$ cat src/rtl/ex_mem_pipe_reg.sv
// EX/MEM pipeline register for the 5-stage RISC-V core.
// Captures the ALU result, store data, destination register and MEM/WB control
// bits. Supports stall (hold) and flush (bubble), and feeds forwarding info back
// to EX. Define EXMEM_BRANCH_RESOLVE_EN to resolve BEQ/BNE here; otherwise
// mem_pc_src and mem_branch_target are tied to 0.
module ex_mem_pipe_reg #(
  parameter int N    = 32,
  parameter int RA_W = 5
) (
  input  logic            clk,
  input  logic            rst,
  input  logic            stall,
  input  logic            flush,
  input  logic            ex_valid,
  input  logic [N-1:0]    ex_alu_out,
  input  logic            ex_zero,
  input  logic [N-1:0]    ex_rs2_data,
  input  logic [RA_W-1:0] ex_rd,
  input  logic [N-1:0]    ex_branch_target,
  input  logic [2:0]      ex_funct3,
  input  logic            ex_reg_write,
  input  logic            ex_mem_read,
  input  logic            ex_mem_write,
  input  logic            ex_mem_to_reg,
  input  logic            ex_branch,
  output logic            mem_valid,
  output logic [N-1:0]    mem_alu_out,
  output logic [N-1:0]    mem_rs2_data,
  output logic [RA_W-1:0] mem_rd,
  output logic            mem_reg_write,
  output logic            mem_mem_read,
  output logic            mem_mem_write,
  output logic            mem_mem_to_reg,
  output logic            mem_pc_src,
  output logic [N-1:0]    mem_branch_target,
  output logic [RA_W-1:0] fwd_rd,
  output logic            fwd_en
);

  logic            valid_q, valid_d;
  logic [N-1:0]    alu_q, alu_d;
  logic [N-1:0]    rs2_q, rs2_d;
  logic [RA_W-1:0] rd_q, rd_d;
  logic            reg_write_q, reg_write_d;
  logic            mem_read_q, mem_read_d;
  logic            mem_write_q, mem_write_d;
  logic            mem_to_reg_q, mem_to_reg_d;

  // Next state for the core fields: flush clears control, stall holds, else load.
  always_comb begin
    valid_d      = valid_q;
    alu_d        = alu_q;
    rs2_d        = rs2_q;
    rd_d         = rd_q;
    reg_write_d  = reg_write_q;
    mem_read_d   = mem_read_q;
    mem_write_d  = mem_write_q;
    mem_to_reg_d = mem_to_reg_q;
    if (flush) begin
      valid_d      = 1'b0;
      reg_write_d  = 1'b0;
      mem_read_d   = 1'b0;
      mem_write_d  = 1'b0;
      mem_to_reg_d = 1'b0;
    end else if (!stall) begin
      valid_d      = ex_valid;
      alu_d        = ex_alu_out;
      rs2_d        = ex_rs2_data;
      rd_d         = ex_rd;
      // x0 is never written, so it is never a forwarding source either.
      reg_write_d  = ex_valid & ex_reg_write & (ex_rd != '0);
      mem_read_d   = ex_valid & ex_mem_read;
      mem_write_d  = ex_valid & ex_mem_write;
      mem_to_reg_d = ex_valid & ex_mem_to_reg;
    end
  end

  // Core state register with asynchronous clear.
  always_ff @(posedge clk or posedge rst) begin
    if (rst) begin
      valid_q      <= 1'b0;
      alu_q        <= '0;
      rs2_q        <= '0;
      rd_q         <= '0;
      reg_write_q  <= 1'b0;
      mem_read_q   <= 1'b0;
      mem_write_q  <= 1'b0;
      mem_to_reg_q <= 1'b0;
    end else begin
      valid_q      <= valid_d;
      alu_q        <= alu_d;
      rs2_q        <= rs2_d;
      rd_q         <= rd_d;
      reg_write_q  <= reg_write_d;
      mem_read_q   <= mem_read_d;
      mem_write_q  <= mem_write_d;
      mem_to_reg_q <= mem_to_reg_d;
    end
  end

`ifdef EXMEM_BRANCH_RESOLVE_EN
  logic         pc_src_q, pc_src_d;
  logic [N-1:0] target_q, target_d;
  logic         unused_cfg;

  assign unused_cfg = 1'b0;

  // Branch decision: BEQ takes on zero, BNE on non-zero, other funct3 never.
  always_comb begin
    pc_src_d = pc_src_q;
    target_d = target_q;
    if (flush) begin
      pc_src_d = 1'b0;
    end else if (!stall) begin
      pc_src_d = ex_valid & ex_branch &
                 (((ex_funct3 == 3'b000) & ex_zero) |
                  ((ex_funct3 == 3'b001) & ~ex_zero));
      target_d = ex_branch_target;
    end
  end

  // Branch state register with asynchronous clear.
  always_ff @(posedge clk or posedge rst) begin
    if (rst) begin
      pc_src_q <= 1'b0;
      target_q <= '0;
    end else begin
      pc_src_q <= pc_src_d;
      target_q <= target_d;
    end
  end

  assign mem_pc_src        = pc_src_q;
  assign mem_branch_target = target_q;
`else
  logic unused_cfg;

  // Branch inputs are ignored when branch resolution lives elsewhere.
  assign unused_cfg        = ^{ex_zero, ex_funct3, ex_branch_target, ex_branch};
  assign mem_pc_src        = 1'b0;
  assign mem_branch_target = '0;
`endif

  assign mem_valid      = valid_q;
  assign mem_alu_out    = alu_q;
  assign mem_rs2_data   = rs2_q;
  assign mem_rd         = rd_q;
  assign mem_reg_write  = reg_write_q;
  assign mem_mem_read   = mem_read_q;
  assign mem_mem_write  = mem_write_q;
  assign mem_mem_to_reg = mem_to_reg_q;
  assign fwd_rd         = rd_q;
  assign fwd_en         = reg_write_q & ~mem_read_q;

endmodule

$ cat config.mk
export PLATFORM = sky130hd
export DESIGN_NAME = ex_mem_pipe_reg
export DESIGN_NICKNAME = d
export VERILOG_FILES = /design/src/rtl/ex_mem_pipe_reg.sv
export SDC_FILE = /design/constraint.sdc
export NUM_CORES = 1
export LEC_CHECK = 0
export ABC_CLOCK_PERIOD_IN_PS = 6900
export BUFFER_PORTS_ARGS = -buffer_cell sky130_fd_sc_hd__buf_2
export CAP_MARGIN = 10
export CELL_PAD_IN_SITES_DETAIL_PLACEMENT = 1
export CELL_PAD_IN_SITES_GLOBAL_PLACEMENT = 2
export CORE_ASPECT_RATIO = 1.5
export CORE_UTILIZATION = 28
export DETAILED_ROUTE_END_ITERATION = 16
export MAX_ROUTING_LAYER = met4
export PLACE_DENSITY = 0.92
export RECOVER_POWER = 25
export SLEW_MARGIN = 20
export SYNTH_ARGS = -nofsm -noshare
export SYNTH_HDL_FRONTEND = slang
export SYNTH_SLANG_ARGS = --single-unit
$ cat constraint.sdc
create_clock -name clk -period 6.9 [get_ports clk]
set_clock_uncertainty 0.2 [all_clocks]
set_input_delay 0.69 -clock clk [delete_from_list [all_inputs] [get_ports clk]]
set_output_delay 0.69 -clock clk [all_outputs]
set_load 0.03 [all_outputs]
==> results of run 1 <==
cell type report:
class                   count  area [µm²]
clock buffers              12         256
inverters                   1        3.75
multi-input cells         118        1270
well taps                 153         191
repair buffers            159         800
flip-flops and latches     74        1850
fillers                  1339        7490
clock inverters             4        97.6
how the worst max path moves through the flow:
stage          startpoint          endpoint  slack, ns  cells past startpoint
6_report            stall   mem_alu_out[13]       4.23                      4
3_5_place_dp        flush  mem_rs2_data[30]       3.94                      4
3_3_place_gp        flush   mem_alu_out[12]       4.00                      4
4_1_cts             flush   mem_alu_out[13]       4.28                      4
5_1_grt             stall   mem_alu_out[13]       4.12                      4
2_1_floorplan         rst         fwd_rd[0]       4.13                      1
worst max-delay path, cell delays in order:
cell and delay, ns:
clkbuf_1 0.22, nor2_8 0.72, buf_4 0.65, mux2_4 0.36
synthesized netlist by cell type:
cell / instances
a21oi_1: 2
a22oi_1: 2
buf_12: 7
buf_2: 1
buf_4: 38
conb_1: 1
dfrtp_1: 74
inv_1: 1
mux2_4: 69
nand2_1: 2
nand3b_1: 2
nor2_1: 3
nor2_8: 1
nor2b_1: 2
o2111ai_1: 1
or4_1: 1
kinds of logic after synthesis:
kind of cell | count (synthesis) | share of synthesized area [%]
AOI/OAI and AO/OA | 5 | 0.984
buffers and inverters | 47 | 12.6
DFF | 74 | 53.9
muxes | 69 | 30.2
other | 1 | 0.109
and+or+nand+nor | 11 | 2.15
power groups by stage:
stage | clock network, W | registers, W | logic [W]
after detailed placement | 0 | 0.000538 | 0.000383
final | 0.000546 | 0.000532 | 0.000380
after global routing | 0.000583 | 0.000539 | 0.000400
after CTS | 0.000563 | 0.000533 | 0.000384
after global placement | 0 | 0.000535 | 0.000377
after floorplan | 0 | 0.000659 | 0.000174
through the flow:
step | hold slack, ns | worst slack (ns) | power (W) | cell area (µm²)
after floorplan | 0.462 | 4.13 | 0.000833 | 3550
after global placement | 0.289 | 4.00 | 0.000912 | 4120
after detailed placement | 0.289 | 3.94 | 0.000922 | 4120
after CTS | 0.307 | 4.28 | 0.00148 | 4470
after global routing | 0.320 | 4.12 | 0.00152 | 4470
final | 0.304 | 4.23 | 0.00146 | 4470
routing by layer:
| metal | global-route usage [%] | vias up | part of all wire (%) |
|---|---|---|---|
| li1 | - | 942 | - |
| met1 | 12.8 | 1029 | 38 |
| met5 | - | - | 0 |
| met3 | 2.54 | 6 | 5.7 |
| met2 | 22.2 | 112 | 55 |
| met4 | 5.99 | 0 | 1.4 |
==> impl_metrics.ini, run 1 <==
[pwr]
clock_power_share_pct = 37.4
p_per_area_nw_per_um2 = 326
p_comb_share_pct = 26.0
sw_frac_of_total_pct = 30.4
power.net_switching_w = 0.000443
ir_drop_uv = 103
internal_power_w = 0.00101
p_leak_nw = 2.35
seqPwrFrac_pct = 36.5

[critical_path]
reg2reg_depth = 1
crit_required_ns = 6.90
worst-path-max-fanout = 37
cp-end-kind = register
r2r_slack_ns = 5.88
worstSetupPathType = input pin to register
reg2reg_to = fwd_rd[2]
worstPathArrival_ns = 2.67
r2r_start = fwd_rd[2]
critPathLaunchType = input pin

[clock_network]
cts_made_buffers = 9
clock-sinks = 74
cts_htree_levels = 3
cts_root_buf = clkbuf_16
cts_buffer_depth = 2
cts_tree = done
cts-hold-fix-buffers = 0
cts_resized = 0
path_clk_slew_ns = 0.05
clock_latency_ns = 0.31
cts_setup_buffers = 0

[placement]
dpl.hpwl_um = 5600
portBuffers = 157
placedCellCount = 505
gp_congestion = 0.688

[sta]
setup_violations = 0
finalHoldViolCount = 0
fin_crit_ns = 2.67
slew_viol_final = 0
slew_headroom_pct = 37.1
worst_pin_slew_ns = 0.944
fmax_mhz = 374
fin_crit_sh_pct = 38.8
grt_setup_unrepaired = false
finalSetupTns_ns = 0

[routing]
ant_nets = 0
wl_per_cell_um = 14.7
vias_per_cell = 4.01
drt-initial-drc-count = 17
drt_wl_total_um = 7680
vias = 2089
drt-pass1-iter-count = 5
drc_errors = 0

[status]
status = finished, final reports clean

[floorplanning]
core_um2 = 12000
die_x_um = 92.4
initial_core_util_pct = 28.7
num_rows = 49
die-area_um2 = 12700
io_pins = 228
die_h_um = 138

[synthesis]
syn_area_um2 = 3430
yosys.area.top_type = dfrtp_1
synth-seq-cells = 74
syn_inst = 207
avgSynthCellArea_um2 = 16.6
synth_top_area_share_pct = 53.9
ys_seq_area_share_pct = 53.9
yosys.cell_types.count = 16
ys_warn_count = 0
synth_area_leaders = dfrtp_1, mux2_4, buf_4

[min_path]
holdPathEnd = mem_alu_out[10]
hold_depth = 1
holdCritPathClass = register to register
worstHoldStart = mem_alu_out[10]

[finish]
syn_to_final_growth_pct = 30.1
utilization_pct = 37.4
antenna_cells = 0
layout.cells.most_common = buf_2
instances_no_fill = 521
final_cell_mix = buf_2, dfrtp_1, mux2_4
drive_gt1_share_pct = 66.0
finalNetCount = 478

[global_route]
grt_pass1_wl_um = 11400
grt_pass1_vias = 2143
grt_start_max_net_pins = 75
grt_overflow = 0
antenna_found_initial = 0
track_usage_pct = 12.4

[run]
cap_violations = 0
No activity file was read; power rests on OpenSTA's default activity.
==> inputs of run 2 (changes only) <==
ABC_CLOCK_PERIOD_IN_PS = 2300   (was 6900)
CORE_UTILIZATION = 23   (was 28)
PLACE_DENSITY = 0.82   (was 0.92)
clock period = 2.3 ns   (was 6.9 ns; I/O delays follow)
==> run 2 against run 1 <==
Net effect:
- clock power grew to 2.7 times the previous value
- hold slack worse by 0.23 ns
- global-route usage fell by 0.12 points
- setup slack got worse by 4.1 ns
- first-iteration DRC count rose to 3.8 times the previous value
- die area rose by 21%
- clock-buffer cell count shrank 2
- critical endpoint is now mem_reg_write
==> impl_metrics.ini, run 2 (synthesized netlist as in run 1, its figures left out) <==
[status]
status = finished, final reports clean

[clock_network]
cts_htree_levels = 3
cts_buffer_depth = 2
cts_root_buf = clkbuf_16
cts_setup_buffers = 0
cts_tree = done
clock_latency_ns = 0.32
cts_made_buffers = 9
path_clk_slew_ns = 0.06
clock-sinks = 74

[sta]
grt_setup_unrepaired = false
fmax_mhz = 454
slew_viol_final = 0
finalSetupTns_ns = 0
slew_headroom_pct = 26.4
finalHoldViolCount = 0
setup_slack_ns = 0.0984
setup_violations = 0
worst_pin_slew_ns = 1.10
fin_crit_ns = 2.20
fin_crit_sh_pct = 95.7
fin_hold_ws_ns = 0.0709

[critical_path]
crit_cells = 6
cp-startpoint = ex_rd[0]
cp_slowest_cell = dlygate4sd3_1
r2r_start = mem_mem_read
cp-end-kind = register
crit_family = buffers and inverters
cp_num_buf_inv = 3
critPathLaunchType = input pin
endpoint = mem_reg_write
r2r_slack_ns = 0.79
worstPathArrival_ns = 2.22
path_common_cell = dlygate4sd3_1
reg2reg_depth = 3
worst-path-max-fanout = 2
crit_required_ns = 2.32
reg2reg_to = mem_mem_read
slowest_delay_ns = 0.57
worstSetupPathType = input pin to register
cp_cell_sequence = dlygate4sd3_1 -> buf_2 -> or4_1 -> o2111ai_1 -> dlygate4sd3_1 -> nand2_1

[placement]
gp_congestion = 0.651
dpl.hpwl_um = 5880
preCtsSetupSlack_ns = 0.576
portBuffers = 157

[run]
cap_violations = 0

[floorplanning]
die_x_um = 102
die-area_um2 = 15400
num_rows = 54
initial_core_util_pct = 23.5
die_h_um = 152
core_um2 = 14600
io_pins = 228

[min_path]
holdCritPathClass = input pin to register
worstHoldStart = stall
hold_depth = 3

[routing]
ant_nets = 0
drt_wl_total_um = 9330
vias = 2464
drt-initial-drc-count = 65
wl_per_cell_um = 14.5
drt-pass1-iter-count = 4
drc_errors = 0
vias_per_cell = 3.82

[finish]
antenna_cells = 0
utilization_pct = 35.4
finalNetCount = 559
layout.cells.most_common = buf_2
drive_gt1_share_pct = 46.1
syn_to_final_growth_pct = 50.5
final_cell_mix = buf_2, dlygate4sd3_1, dfrtp_1

[global_route]
grt_pass1_vias = 2687
track_usage_pct = 12.3
grt_start_max_net_pins = 44
grt_overflow = 0
grt_pass1_wl_um = 13900
antenna_found_initial = 0

[pwr]
p_leak_nw = 2.55
sw_frac_of_total_pct = 32.4
ir_drop_uv = 342
power.net_switching_w = 0.00138
clock_power_share_pct = 35.1
internal_power_w = 0.00289
p_comb_share_pct = 27.7
p_per_area_nw_per_um2 = 826
seqPwrFrac_pct = 37.2
run 2: changes by cell type in the layout (fill, tap and decap cells not counted), sizes merged:
cell / change
buf: -1
dlygate4sd3: +80
clkinvlp: +1
bufinv: -1
clkinv: +2
run 2: timing repair:
item                                   CTS  global route
hold buffers                            80             0
endpoints found under the hold margin  105             0
gates resized for setup                  0             0
setup endpoints to repair                0             0
run 2: worst min-delay path: stages:
cell	delay [ns]
buf_2	0.17
nand3b_1	0.11
nand2_1	0.05
run 2: cell type report:
type / count / area, µm²
Tap cell: 196 / 245
Timing Repair Buffer: 240 / 1620
Fill cell: 1653 / 9430
Inverter: 1 / 7.51
Clock buffer: 10 / 229
Multi-Input combinational cell: 118 / 1130
Sequential cell: 74 / 1850
Clock inverter: 6 / 90.1
run 2: how the worst min path moves through the flow:
stage	to	slack, ns
finish	mem_reg_write	0.07
CTS	mem_reg_write	0.05
detailed placement	mem_alu_out[11]	0.21
global placement	mem_alu_out[11]	0.19
floorplan	mem_mem_to_reg	0.09
global route	mem_reg_write	0.09
run 2: metal layers:
metal	part of all wire, %	vias up	GRT usage, %
li1	-	1106	-
met1	37	1219	12.6
met2	56	124	22.4
met3	5.6	15	2.61
met4	2.0	0	4.71
met5	0	-	-
run 2: power by group through the flow:
stage / logic (W) / registers [W] / clock network [W]
2_1_floorplan: 0.000523 / 0.00198 / 0
3_3_place_gp: 0.00115 / 0.00160 / 0
3_5_place_dp: 0.00116 / 0.00161 / 0
4_1_cts: 0.00127 / 0.00159 / 0.00155
5_1_grt: 0.00125 / 0.00161 / 0.00159
6_report: 0.00118 / 0.00159 / 0.00150
run 2: stage by stage:
stage          cells  total power (W)  area (µm²)
4_1_cts          645          0.00441        5330
5_1_grt          645          0.00445        5170
6_report         645          0.00427        5170
2_1_floorplan    239          0.00250        3560
3_5_place_dp     549          0.00277        4210
3_3_place_gp     549          0.00275        4210
